File: src/rtl/ifu_fetch.sv
// Instruction fetch unit: credit-limited imem requests, in-order prefetch FIFO, flush discard.
// Optional misaligned-PC fault entry enabled by defining IFU_MISALIGN_CHECK_EN.
module ifu_fetch #(
  parameter int unsigned       FIFO_DEPTH = 2,
  parameter int unsigned       ADDR_W     = 32,
  parameter int unsigned       DATA_W     = 32,
  parameter logic [DATA_W-1:0] NOP_INST   = 32'h00000013
) (
  input  logic              clk_i,
  input  logic              rst_i,
  input  logic [ADDR_W-1:0] pc_i,
  input  logic              flush_i,
  output logic              pc_stopFlag_o,
  output logic              imem_req_o,
  output logic [ADDR_W-1:0] imem_addr_o,
  input  logic              imem_gnt_i,
  input  logic              imem_rvalid_i,
  input  logic [DATA_W-1:0] imem_rdata_i,
  output logic              inst_valid_o,
  output logic [DATA_W-1:0] inst_o,
  output logic [ADDR_W-1:0] inst_addr_o,
  output logic              inst_fault_o,
  input  logic              id_ready_i
);
  localparam int unsigned PTR_W = $clog2(FIFO_DEPTH);
  localparam int unsigned CNT_W = PTR_W + 1;
  // Stale fetches can pile up across back-to-back flushes, so these counters get headroom.
  localparam int unsigned OUT_W = CNT_W + 4;

  logic [DATA_W-1:0] fifo_data [FIFO_DEPTH];
  logic [ADDR_W-1:0] fifo_addr [FIFO_DEPTH];
  logic [ADDR_W-1:0] aq_mem    [FIFO_DEPTH];

  logic [PTR_W-1:0] rd_ptr_reg, wr_ptr_reg;
  logic [PTR_W-1:0] aq_rd_reg, aq_wr_reg;
  logic [CNT_W-1:0] count_reg;
  logic [OUT_W-1:0] outstanding_reg, discard_reg;

  logic [OUT_W-1:0]  live, credit;
  logic              grant, rsp_ok, rsp_drop, rsp_push;
  logic              push, pop, misaligned, fault_push;
  logic [DATA_W-1:0] push_data;
  logic [ADDR_W-1:0] push_addr;

  assign live   = outstanding_reg - discard_reg;
  assign credit = OUT_W'(count_reg) + live;

`ifdef IFU_MISALIGN_CHECK_EN
  logic fault_mem [FIFO_DEPTH];
  logic fault_sent_reg;

  assign misaligned = |pc_i[1:0];
  // Wait for live fetches to drain so the fault entry lands behind them in order.
  assign fault_push = misaligned & ~flush_i & ~fault_sent_reg & (live == '0)
                    & (credit < OUT_W'(FIFO_DEPTH));

  always_ff @(posedge clk_i or negedge rst_i) begin
    if (!rst_i)
      fault_sent_reg <= 1'b0;
    else if (flush_i)
      fault_sent_reg <= 1'b0;
    else if (fault_push)
      fault_sent_reg <= 1'b1;
  end

  always_ff @(posedge clk_i) begin
    if (push && !flush_i)
      fault_mem[wr_ptr_reg] <= fault_push;
  end

  assign inst_fault_o = inst_valid_o & fault_mem[rd_ptr_reg];
`else
  assign misaligned   = 1'b0;
  assign fault_push   = 1'b0;
  assign inst_fault_o = 1'b0;
`endif

  assign imem_req_o    = rst_i & ~flush_i & ~misaligned & (credit < OUT_W'(FIFO_DEPTH));
  assign imem_addr_o   = {pc_i[ADDR_W-1:2], 2'b00};
  assign grant         = imem_req_o & imem_gnt_i;
  assign pc_stopFlag_o = ~rst_i | (~flush_i & ~grant);

  assign rsp_ok    = imem_rvalid_i & (outstanding_reg != '0);
  assign rsp_drop  = rsp_ok & (discard_reg != '0);
  assign rsp_push  = rsp_ok & ~rsp_drop;
  assign push      = rsp_push | fault_push;
  assign pop       = inst_valid_o & id_ready_i;
  assign push_data = fault_push ? NOP_INST : imem_rdata_i;
  assign push_addr = fault_push ? pc_i : aq_mem[aq_rd_reg];

  assign inst_valid_o = (count_reg != '0);
  assign inst_o       = inst_valid_o ? fifo_data[rd_ptr_reg] : NOP_INST;
  assign inst_addr_o  = inst_valid_o ? fifo_addr[rd_ptr_reg] : '0;

  always_ff @(posedge clk_i or negedge rst_i) begin
    if (!rst_i) begin
      rd_ptr_reg      <= '0;
      wr_ptr_reg      <= '0;
      aq_rd_reg       <= '0;
      aq_wr_reg       <= '0;
      count_reg       <= '0;
      outstanding_reg <= '0;
      discard_reg     <= '0;
    end else if (flush_i) begin
      rd_ptr_reg      <= '0;
      wr_ptr_reg      <= '0;
      aq_rd_reg       <= '0;
      aq_wr_reg       <= '0;
      count_reg       <= '0;
      // Everything still in flight after this cycle belongs to the old path.
      outstanding_reg <= outstanding_reg - OUT_W'(rsp_ok);
      discard_reg     <= outstanding_reg - OUT_W'(rsp_ok);
    end else begin
      if (push)
        wr_ptr_reg <= wr_ptr_reg + PTR_W'(1);
      if (pop)
        rd_ptr_reg <= rd_ptr_reg + PTR_W'(1);
      count_reg <= count_reg + CNT_W'(push) - CNT_W'(pop);
      if (grant)
        aq_wr_reg <= aq_wr_reg + PTR_W'(1);
      if (rsp_push)
        aq_rd_reg <= aq_rd_reg + PTR_W'(1);
      outstanding_reg <= outstanding_reg + OUT_W'(grant) - OUT_W'(rsp_ok);
      if (rsp_drop)
        discard_reg <= discard_reg - OUT_W'(1);
    end
  end

  always_ff @(posedge clk_i) begin
    if (push && !flush_i) begin
      fifo_data[wr_ptr_reg] <= push_data;
      fifo_addr[wr_ptr_reg] <= push_addr;
    end
    if (grant)
      aq_mem[aq_wr_reg] <= pc_i;
  end

endmodule

File: config.mk
export PLATFORM = sky130hd
export DESIGN_NAME = ifu_fetch
export DESIGN_NICKNAME = d
export VERILOG_FILES = /design/src/rtl/ifu_fetch.sv
export SDC_FILE = /design/constraint.sdc
export NUM_CORES = 1
export LEC_CHECK = 0
export CAP_MARGIN = 20
export CORE_AREA = 2 2 144 146
export CTS_CLUSTER_SIZE = 16
export DETAILED_ROUTE_END_ITERATION = 10
export DIE_AREA = 0 0 146 148
export DONT_BUFFER_PORTS = 1
export PLACE_DENSITY = 0.58
export REMOVE_ABC_BUFFERS = 1
export SYNTH_ARGS = -nofsm -noshare
export SYNTH_HDL_FRONTEND = slang
export SYNTH_SLANG_ARGS = --single-unit
File: constraint.sdc
create_clock -name clk_i -period 8.55 [get_ports clk_i]
set_input_delay 0.4275 -clock clk_i [delete_from_list [all_inputs] [get_ports clk_i]]
set_output_delay 0.4275 -clock clk_i [all_outputs]
set_load 0.01 [all_outputs]
==> results.md, run 1 <==
* Layout cells sized above 1 at about 14%
* DP HPWL at 9660 um
* Fin Hold WS at 0.0252 ns
* DRT Pass-1 Iters at 4
* Final setup fails at 0
* Clk Latency, worst-skew pair at 0.52 ns
* H-tree depth at 1
* Ranking of synthesized cells by area: edfxtp_1 (65%), mux2i_1 (7.5%), dfrtp_1 (5.1%)
* Initial cell density of the core at 44.1%
* Number of max-cap violations at 0
* Root buf cell: clkbuf_16
* Yosys top cell by area: edfxtp_1
* Least-Margin Pin Slew at 1.06 ns
* Drt total wl at ~16000 um
* Worst EP arrival at around 4.5 ns
* Post-synthesis sequential area ratio at around 70%
* VDD IR max at ~150 uV
* Final non-filler cell total at 903
* RSZ-0062 raised after global routing: false
* Post-Synth Simple-Gate Area at approximately 5%
* DRC at 0
* Routed Antenna Nets at 0
* Full die area at 21600 um2
* Diode count at 0
* Cell Pwr Density at 286 nW/um2
* Min-Delay Path Class: in -> reg
* Total number of vias at 4514
* Vias per inst at 5.00
* CTS tree: done
* Final Max Tran Viols at 0
* Status: finished clean
* Biggest regs: aq_mem (64), fifo_addr (64), fifo_data (64)
* Vias in the first global route at just under 5000
* Largest net degree at the start of global routing at 62
* Synthesized area at 8850 um2
* Worst setup SP type: flip-flop
* I/O Pins at 170
* Area share of the largest cell type after synthesis at around two thirds
* Pleak at 0.00356 uW
* Xor and xnor fraction of the mapped netlist area at approximately 2.2%
* Crit Path Category: reg -> reg
* # placed instances at 793
* Die Ht at 148 um
* # fillers at about 1700
* Total power at 2980 uW
* Final setup TNS at 0 ns
* CTS max path bufs at 3
* Largest family of logic cells by synthesized area: multiplexers
* Minimum clock period at 4.13 ns
* GP Congestion at 0.860
* Post-CTS Setup Inserts at 0
* Drt wl/cell at 18.2 um
* Worst setup EP type: flip-flop
* Resize count post-CTS at 0
* Core Area at 20000 um2
* Crit share post-route at roughly half
* Inserted Clock Buffers at 23
* First-pass GRT wire length at ~26000 um
* Placement-stage worst setup slack at 4.42 ns
* #FFs+latches synth at 210
* Synth Area in Compound Gates at 2.02%
* Total global-route track usage at 15.1%
* Area Growth Syn to Fin at 17.7%
* Clock-pin slew on the worst setup and hold paths at 0.06 ns
* Worst Setup Slack, final at 4.42 ns
* Die W at 146 um
* Grt ovf at 0
* CP Max Fanout at 5
* WP data required at a little under 9 ns
* DRT iter0 DRCs at 173
* Mux share of post-synthesis cell area at 11.5%
* F_max at 242 MHz
* Relative slew margins at 29.4%
* Final Hold Fails at 0
* Synth warn at 0
* Row cnt at 52
* Port bufs at 0
* Synth Instances at 570
* Post-Synth Adder-Cell Area at under 10%
* Initial antenna violation count at 1
* Clock skew at 0.00935 ns
* Mapped Avg Cell Area at 15.5 um2
* Netlist cell types at 39
* Clock Sinks at 210
* Post-layout nets at 712
## cells by family after synthesis
family                     Yosys count
DFF                                210
buffers and inverters               79
muxes                               98
other                                1
and+or+nand+nor                    106
xor gates and xnor gates            22
AOI/OAI and AO/OA                   28
adders and majority gates           26
## repair_timing
item | in CTS | in global routing
hold endpoints to repair | 153 | 0
endpoints found under the setup margin | 0 | 0
hold buffers | 66 | 0
## worst max-delay path, cell delays in order (launching register included)
cell and delay, ns:
dfrtp_1 0.42, inv_1 0.19, fa_1 0.49, fa_1 0.46, nand2b_1 0.16, a21oi_1 0.16, xor2_1 0.10, nor4_2 0.25
and3_2 0.26, inv_2 0.07, ha_1 0.27, inv_1 0.07, ha_1 0.17, inv_1 0.06, fa_1 0.40, o21bai_1 0.15
a21oi_1 0.09, xnor2_1 0.13, a21oi_1 0.08
## area by class of cell
class	count	area, um2	area share (%)
Inverter	25	93.8	0.901
Tap cell	270	338	3.24
Multi-Input combinational cell	283	2230	21.4
Sequential cell	210	6220	59.8
Timing Repair Buffer	73	737	7.08
Clock inverter	14	195	1.87
Clock buffer	28	594	5.71
## through the flow
stage / cell area [um2] / utilization (%)
detailed placement: 8920 / 44.5
floorplan: 8520 / -
global placement: 8920 / 44.5
global route: 10400 / 52.0
CTS: 10400 / 51.8
finish: 10400 / 52.0
## final timing paths
path	start	to	slack (ns)	cells past startpoint
setup reg to reg	outstanding_reg[1]	outstanding_reg[4]	4.42	18
setup / recovery	outstanding_reg[1]	outstanding_reg[4]	4.42	18
min in group asynchronous	rst_i	outstanding_reg[1]	0.50	1
hold / removal	flush_i	outstanding_reg[0]	0.03	1
hold reg to reg	aq_wr_reg	aq_wr_reg	0.54	1
max in group asynchronous	rst_i	rd_ptr_reg	7.39	1
## cell usage in the layout, fill, tap and decap left out, types with 3 or more instances in the layout
| master | Yosys | layout |
|---|---|---|
| inv_1 | 24 | 24 |
| a21boi_0 | 4 | 4 |
| o21ai_0 | 6 | 6 |
| mux2i_1 | 66 | 66 |
| nand2b_1 | 3 | 3 |
| clkinv_2 | 0 | 5 |
| clkbuf_16 | 0 | 23 |
| buf_4 | 33 | 5 |
| clkbuf_1 | 12 | 5 |
| conb_1 | 1 | 3 |
| nor2_1 | 73 | 71 |
| bufinv_16 | 0 | 4 |
| fa_1 | 3 | 3 |
| edfxtp_1 | 192 | 192 |
| a21oi_1 | 8 | 8 |
| ha_1 | 23 | 23 |
| dlygate4sd3_1 | 0 | 66 |
| nand2_1 | 13 | 13 |
| o21bai_1 | 3 | 3 |
| xnor2_1 | 15 | 15 |
| xor2_1 | 7 | 7 |
| nand3_1 | 3 | 3 |
| mux2_2 | 32 | 32 |
| dfrtp_1 | 18 | 16 |
## cells in the mapped netlist, drive strengths merged
cell     count
a21boi       4
a21o         1
a21oi        9
a2bb2oi      1
a31oi        1
a41oi        1
and2         3
and3         3
and4         1
buf         42
clkbuf      12
conb         1
dfrtp       18
edfxtp     192
fa           3
ha          23
inv         25
mux2        32
mux2i       66
nand2       13
nand2b       3
nand3        3
nand4        1
nor2        73
nor2b        2
nor3         2
nor3b        1
nor4         1
o211ai       1
o21ai        7
o21bai       3
xnor2       15
xor2         7
## report_power, final
group | switching, uW | internal, uW | total (uW)
registers | 43.2 | 1170 | 1220
clock network | 391 | 623 | 1010
logic | 448 | 302 | 751
## routing by layer
metal  share of wire (%)  wire [um]  global-route usage, %
met5               0.067         11                      0
met4                 2.5        408                   5.10
met2                  50       8270                   27.1
met3                 7.8       1280                   4.35
met1                  39       6490                   17.5
Note: power is estimated with default switching activity, not from simulation.
==> run 2, diff against run 1 <==
==> constraint.sdc (replaced) <==
create_clock -name clk_i -period 4.15 [get_ports clk_i]
set_input_delay 0.2075 -clock clk_i [delete_from_list [all_inputs] [get_ports clk_i]]
set_output_delay 0.2075 -clock clk_i [all_outputs]
set_load 0.01 [all_outputs]
==> run 2 against run 1 <==
Compared with the run above:
- utilization is 0.19 points higher
- count of clock-buffer cells in the layout decreased by 3
- sequential share of layout area fell by 0.22 points
- register-to-register slack worse by 4.3 ns
- fmax is 3.8% higher
- clock skew hardly changed
- largest power group unchanged
==> results.md, run 2 (synthesis results as in run 1) <==
* Status: finished clean
* Final setup fails at 0 (unchanged)
* Vias in the first global route at 4847 (+0.44%)
* DRT Pass-1 Iters at 4 (unchanged)
* Layout cells sized above 1 at 16.2% (+2.3 points)
* Crit share post-route at 95.9% (+48 points)
* CTS max path bufs at 3 (unchanged)
* Post-place instance area at 8960 um2 (+0.45%)
* F_max at 251 MHz (+3.8%)
* Clock Sinks at 210 (unchanged)
* CP Max Fanout at 4 (-1)
* Row cnt at 52 (unchanged)
* Pleak at 0.00356 uW (about the same)
* Relative slew margins at 39.8% (+10 points)
* Placement-stage worst setup slack at -0.00495 ns (-4.43 ns)
* DRT iter0 DRCs at 248 (+43%)
* Port bufs at 0 (unchanged)
* Minimum clock period at 3.98 ns (-0.149 ns)
* Clk Latency, worst-skew pair at 0.50 ns (-0.02 ns)
* Grt ovf at 0 (unchanged)
* Least-Margin Pin Slew at 0.900 ns (-0.159 ns)
* First-pass GRT wire length at 25800 um (+0.43%)
* Min-Delay Path Class: in -> reg
* Final Max Tran Viols at 0 (unchanged)
* Commonest non-fill, non-tap cell in the layout: edfxtp_1
* Initial antenna violation count at 1 (unchanged)
* Clock-pin slew on the worst setup and hold paths at 0.06 ns (about the same)
* Inserted Clock Buffers at 22 (-4.3%)
* Post-layout nets at 717 (+0.70%)
* Die W at 146 um (unchanged)
* Final setup TNS at 0 ns (unchanged)
* Core Area at 20000 um2 (unchanged)
* H-tree depth at 1 (unchanged)
* Biggest regs: aq_mem (64), fifo_addr (64), fifo_data (64)
* Root buf cell: clkbuf_16
* Design area at 10500 um2 (+0.37%)
* DP HPWL at 9570 um (-0.95%)
* VDD IR max at 374 uV (+150%)
* Largest net degree at the start of global routing at 65 (+4.8%)
* Routed Antenna Nets at 0 (unchanged)
* Initial cell density of the core at 44.1% (unchanged)
* Vias per inst at 5.07 (+1.4%)
* Die Ht at 148 um (unchanged)
* I/O Pins at 170 (unchanged)
* Cell Pwr Density at 589 nW/um2 (+110%)
* GP Congestion at 0.796 (-7.4%)
* CTS tree: done
* Total number of vias at 4601 (+1.9%)
* WP data required at 4.52 ns (-4.41 ns)
* Utilization after layout at 52.1% (+0.19 points)
* DRC at 0 (unchanged)
* Crit Path Category: reg -> reg
* Worst Setup Slack, final at 0.169 ns (-4.25 ns)
* Drt total wl at 16800 um (+2.0%)
* Clock skew at 0.00941 ns (+0.0000650 ns)
* Number of max-cap violations at 0 (unchanged)
* Worst setup EP type: flip-flop
* Worst EP arrival at 4.35 ns (-0.16 ns)
* Worst setup SP type: flip-flop
* Total global-route track usage at 15.3% (+0.14 points)
* Full die area at 21600 um2 (unchanged)
* Final Hold Fails at 0 (unchanged)
* Area Growth Syn to Fin at 18.1%
* Most frequent cells in the layout: edfxtp_1 (192), nor2_1 (71), mux2i_1 (66), dlygate4sd3_1 (66), mux2_2 (32)
* Setup slack, reg-to-reg at 0.17 ns (-4.25 ns)
* Drt wl/cell at 18.5 um (+1.4%)
run 2: cell count changes in the layout (fill, tap and decap cells not counted), sizes merged:
cell      previous run  this run
bufinv               4         3
inv                 27        25
diode                0         1
clkbuf              28        25
buf                  7        13
clkinvlp             0         3
clkinv               8         9
run 2: where the power goes:
| group | leakage, uW | internal [uW] | switching [uW] | total [uW] |
|---|---|---|---|---|
| logic | 0.00126 | 687 | 946 | 1630 |
| registers | 0.00194 | 2410 | 134 | 2550 |
| clock network | 0.000359 | 1200 | 781 | 1980 |
| total | 0.00356 | 4300 | 1860 | 6160 |
run 2: critical path, stage by stage (launching register included):
cell	delay, ns
dfrtp_1	0.36
inv_2	0.07
fa_1	0.53
fa_2	0.40
nand2b_4	0.15
a21oi_2	0.15
xor2_1	0.10
nor4_2	0.36
and3_4	0.28
inv_4	0.05
ha_4	0.20
inv_1	0.05
ha_2	0.18
inv_2	0.04
fa_2	0.39
o21bai_1	0.17
a21oi_1	0.10
xnor2_1	0.17
a21oi_1	0.09
run 2: per-layer routing:
| metal | GRT usage (%) | up-vias | share of wire [%] |
|---|---|---|---|
| li1 | - | 2126 | - |
| met1 | 17.5 | 2293 | 40 |
| met2 | 27.7 | 151 | 50 |
| met3 | 4.04 | 31 | 6.4 |
| met4 | 5.49 | 0 | 3.1 |
| met5 | 0 | - | 0 |
run 2: final timing paths:
kind / from / to / cells past startpoint
hold reg to reg: aq_wr_reg / aq_wr_reg / 1
hold / removal: id_ready_i / rd_ptr_reg / 3
setup reg to reg: outstanding_reg[1] / outstanding_reg[4] / 18
setup / recovery: outstanding_reg[1] / outstanding_reg[4] / 18
min in group asynchronous: rst_i / count_reg[0] / 1
max in group asynchronous: rst_i / rd_ptr_reg / 1
run 2: final cells by class:
cell class,instances,area [um2]
Timing Repair Buffer,79,783
Clock inverter,15,159
Clock buffer,25,583
Tap cell,270,338
Multi-Input combinational cell,283,2270
Inverter,25,96.3
Sequential cell,210,6220
Fill cell,1689,9590
Antenna cell,1,2.50
run 2: stage by stage:
stage,hold slack (ns),std cells,power (uW)
after floorplan,-0.0881,518,3720
after global placement,-0.0875,795,3980
after detailed placement,-0.0873,795,4050
after CTS,0.0256,901,6130
after global routing,0.0705,908,6480
final,0.0470,908,6160
run 2: what timing repair did:
item / CTS / global route
buffers inserted: 0 / 6
setup endpoints to repair: 1 / 3
pin swaps: 0 / 10
hold buffers: 66 / 0
resized for setup: 1 / 10
endpoints found under the hold margin: 160 / 0
==> run 3, diff against run 2 <==
--- a/config.mk
+++ b/config.mk
@@ -12,7 +12,6 @@
 export DIE_AREA = 0 0 146 148
 export DONT_BUFFER_PORTS = 1
 export PLACE_DENSITY = 0.58
-export REMOVE_ABC_BUFFERS = 1
 export SYNTH_ARGS = -nofsm -noshare
 export SYNTH_HDL_FRONTEND = slang
 export SYNTH_SLANG_ARGS = --single-unit
==> run 3 against run 2 <==
Compared with the run above:
- worst hold slack lost 0.022 ns
- clock power is essentially flat
- die area is the same
- global-route usage shrank 0.45 points
- combinational power shrank 5%
- sequential share of layout area shrank 0.052 points
- total power shrank 1.0%
- worst setup slack gained 0.016 ns
- clock skew grew 0.016 ns
- critical path depth is the same
- largest cell class unchanged
- highest routed layer unchanged
==> results.md, run 3 (synthesis results as in run 1) <==
* Initial cell density of the core at 44.1% (unchanged)
* Vias per inst at 5.00 (-1.3%)
* # placed instances at 798 (+0.38%)
* First-pass GRT wire length at 25200 um (-2.4%)
* CP Max Fanout at 5 (+1)
* CTS tree: done
* WP data required at 4.52 ns (about the same)
* Placement-stage worst setup slack at 0.0483 ns (+0.0532 ns)
* Crit Path Category: reg -> reg
* Status: finished clean
* Root buf cell: clkbuf_16
* H-tree depth at 1 (unchanged)
* Inserted Clock Buffers at 23 (+4.5%)
* Minimum clock period at 3.97 ns (-0.0157 ns)
* F_max at 252 MHz (+0.39%)
* VDD IR max at 406 uV (+8.7%)
* Least-Margin Pin Slew at 0.904 ns (+0.00382 ns)
* Final Max Tran Viols at 0 (unchanged)
* Min-Delay Path Class: in -> reg
* Most frequent cells in the layout: edfxtp_1 (192), nor2_1 (71), mux2i_1 (66), dlygate4sd3_1 (66), mux2_2 (32)
* Full die area at 21600 um2 (unchanged)
* Die W at 146 um (unchanged)
* Initial antenna violation count at 1 (unchanged)
* Total global-route track usage at 14.8% (-0.45 points)
* Relative slew margins at 39.6% (-0.26 points)
* Final setup fails at 0 (unchanged)
* Slowest-stage cell, CP: fa_1
* Worst setup EP type: flip-flop
* Clock skew at 0.0256 ns (+0.0162 ns)
* Largest net degree at the start of global routing at 62 (-4.6%)
* Clock-pin slew on the worst setup and hold paths at 0.06 ns (about the same)
* Crit path cell chain: inv_2 > fa_1 > fa_2 > nand2b_1 > a21oi_2 > xor2_1 > nor4_2 > and3_4 > inv_2 > ha_1 > inv_1 > ha_1 > inv_1 > fa_1 > o21bai_1 > a21oi_1 > xnor2_1 > a21oi_1
* Crit share post-route at 95.6% (-0.38 points)
* CP top delay family: adder cells
* DRT iter0 DRCs at 188 (-24%)
* Post-layout nets at 717 (unchanged)
* Worst setup SP type: flip-flop
* DRC at 0 (unchanged)
* I/O Pins at 170 (unchanged)
* DRT Pass-1 Iters at 4 (unchanged)
* Port bufs at 0 (unchanged)
* Fin Hold WS at 0.0247 ns (-0.0223 ns)
* Final non-filler cell total at 909 (+0.11%)
* Crit path buffers/inverters at 4 (unchanged)
* Vias in the first global route at 4784 (-1.3%)
* Utilization after layout at 52.2% (+0.056 points)
* Number of max-cap violations at 0 (unchanged)
* Row cnt at 52 (unchanged)
* Clock Sinks at 210 (unchanged)
* Area Growth Syn to Fin at 18.2%
* Clk Latency, worst-skew pair at 0.52 ns (+0.02 ns)
* CTS max path bufs at 3 (unchanged)
* Cell Pwr Density at 583 nW/um2 (-1.1%)
* GP Congestion at 0.778 (-2.3%)
* Worst Setup Slack, final at 0.184 ns (+0.0157 ns)
* Drt wl/cell at 17.7 um (-4.0%)
* Die Ht at 148 um (unchanged)
* Total number of vias at 4546 (-1.2%)
* Worst EP arrival at 4.34 ns (about the same)
* DP HPWL at 10000 um (+4.9%)
* Layout cells sized above 1 at 15.0% (-1.1 points)
* Commonest non-fill, non-tap cell in the layout: edfxtp_1
* Pleak at 0.00357 uW (+0.21%)
* Max incr delay on CP at 0.45 ns (-0.08 ns)
* Final Hold Fails at 0 (unchanged)
* Grt ovf at 0 (unchanged)
* Routed Antenna Nets at 0 (unchanged)
* Core Area at 20000 um2 (unchanged)
* Biggest regs: aq_mem (64), fifo_addr (64), fifo_data (64)
* Drt total wl at 16100 um (-3.9%)
-- run 3: changes by cell type in the layout (fill, tap and decap cells not counted), moves of 2 or more --
cell / change
clkbuf_1: -2
clkinv_2: -3
inv_1: +2
ha_1: +2
clkinv_1: +5
-- run 3: worst min-delay path, delay by kind of cell --
family	cells	cell delay [ns]
AO/OA/AOI/OAI	2	0.22
AND/OR/NAND/NOR	1	0.05
-- run 3: power by group --
group / total, uW / switching, uW / internal, uW
Combinational: 1550 / 914 / 639
Sequential: 2530 / 114 / 2420
Clock: 2010 / 805 / 1210
-- run 3: path summary, 6_finish.rpt --
path                       slack, ns  cells after the start          startpoint            endpoint
hold reg to reg                 0.56                      1       aq_mem[0][21]    fifo_addr[1][21]
hold / removal                  0.02                      3             flush_i      discard_reg[5]
min in group asynchronous       0.27                      1               rst_i      discard_reg[2]
max in group asynchronous       3.21                      1               rst_i          rd_ptr_reg
setup reg to reg                0.18                     18  outstanding_reg[1]  outstanding_reg[4]
setup / recovery                0.18                     18  outstanding_reg[1]  outstanding_reg[4]
-- run 3: cell type report --
type                            count  area (um2)
Clock buffer                       23         576
Multi-Input combinational cell    283        2250
Antenna cell                        1        2.50
Inverter                           25        93.8
Tap cell                          270         338
Clock inverter                     19         191
Sequential cell                   210        6220
Fill cell                        1686        9580
Timing Repair Buffer               78         783
-- run 3: through the flow --
| stage | power [uW] | TNS (ns) | area, um2 |
|---|---|---|---|
| floorplan | 3750 | 0 | 8880 |
| global placement | 3990 | 0 | 8980 |
| detailed placement | 4050 | 0 | 9000 |
| CTS | 6140 | 0 | 10400 |
| global route | 6430 | -0.0380 | 10500 |
| finish | 6100 | 0 | 10500 |
-- run 3: timing repair --
| action | CTS | global route |
|---|---|---|
| hold buffers | 66 | 0 |
| resized for setup | 0 | 5 |
| hold endpoints to repair | 158 | 0 |
| setup endpoints to repair | 0 | 3 |
| setup buffers | 0 | 2 |
-- run 3: metal layers --
layer | track usage, % | routed length (um)
met4 | 4.13 | 376
met3 | 4.81 | 1170
met5 | 0 | 0
met2 | 26.0 | 7850
met1 | 17.6 | 6730
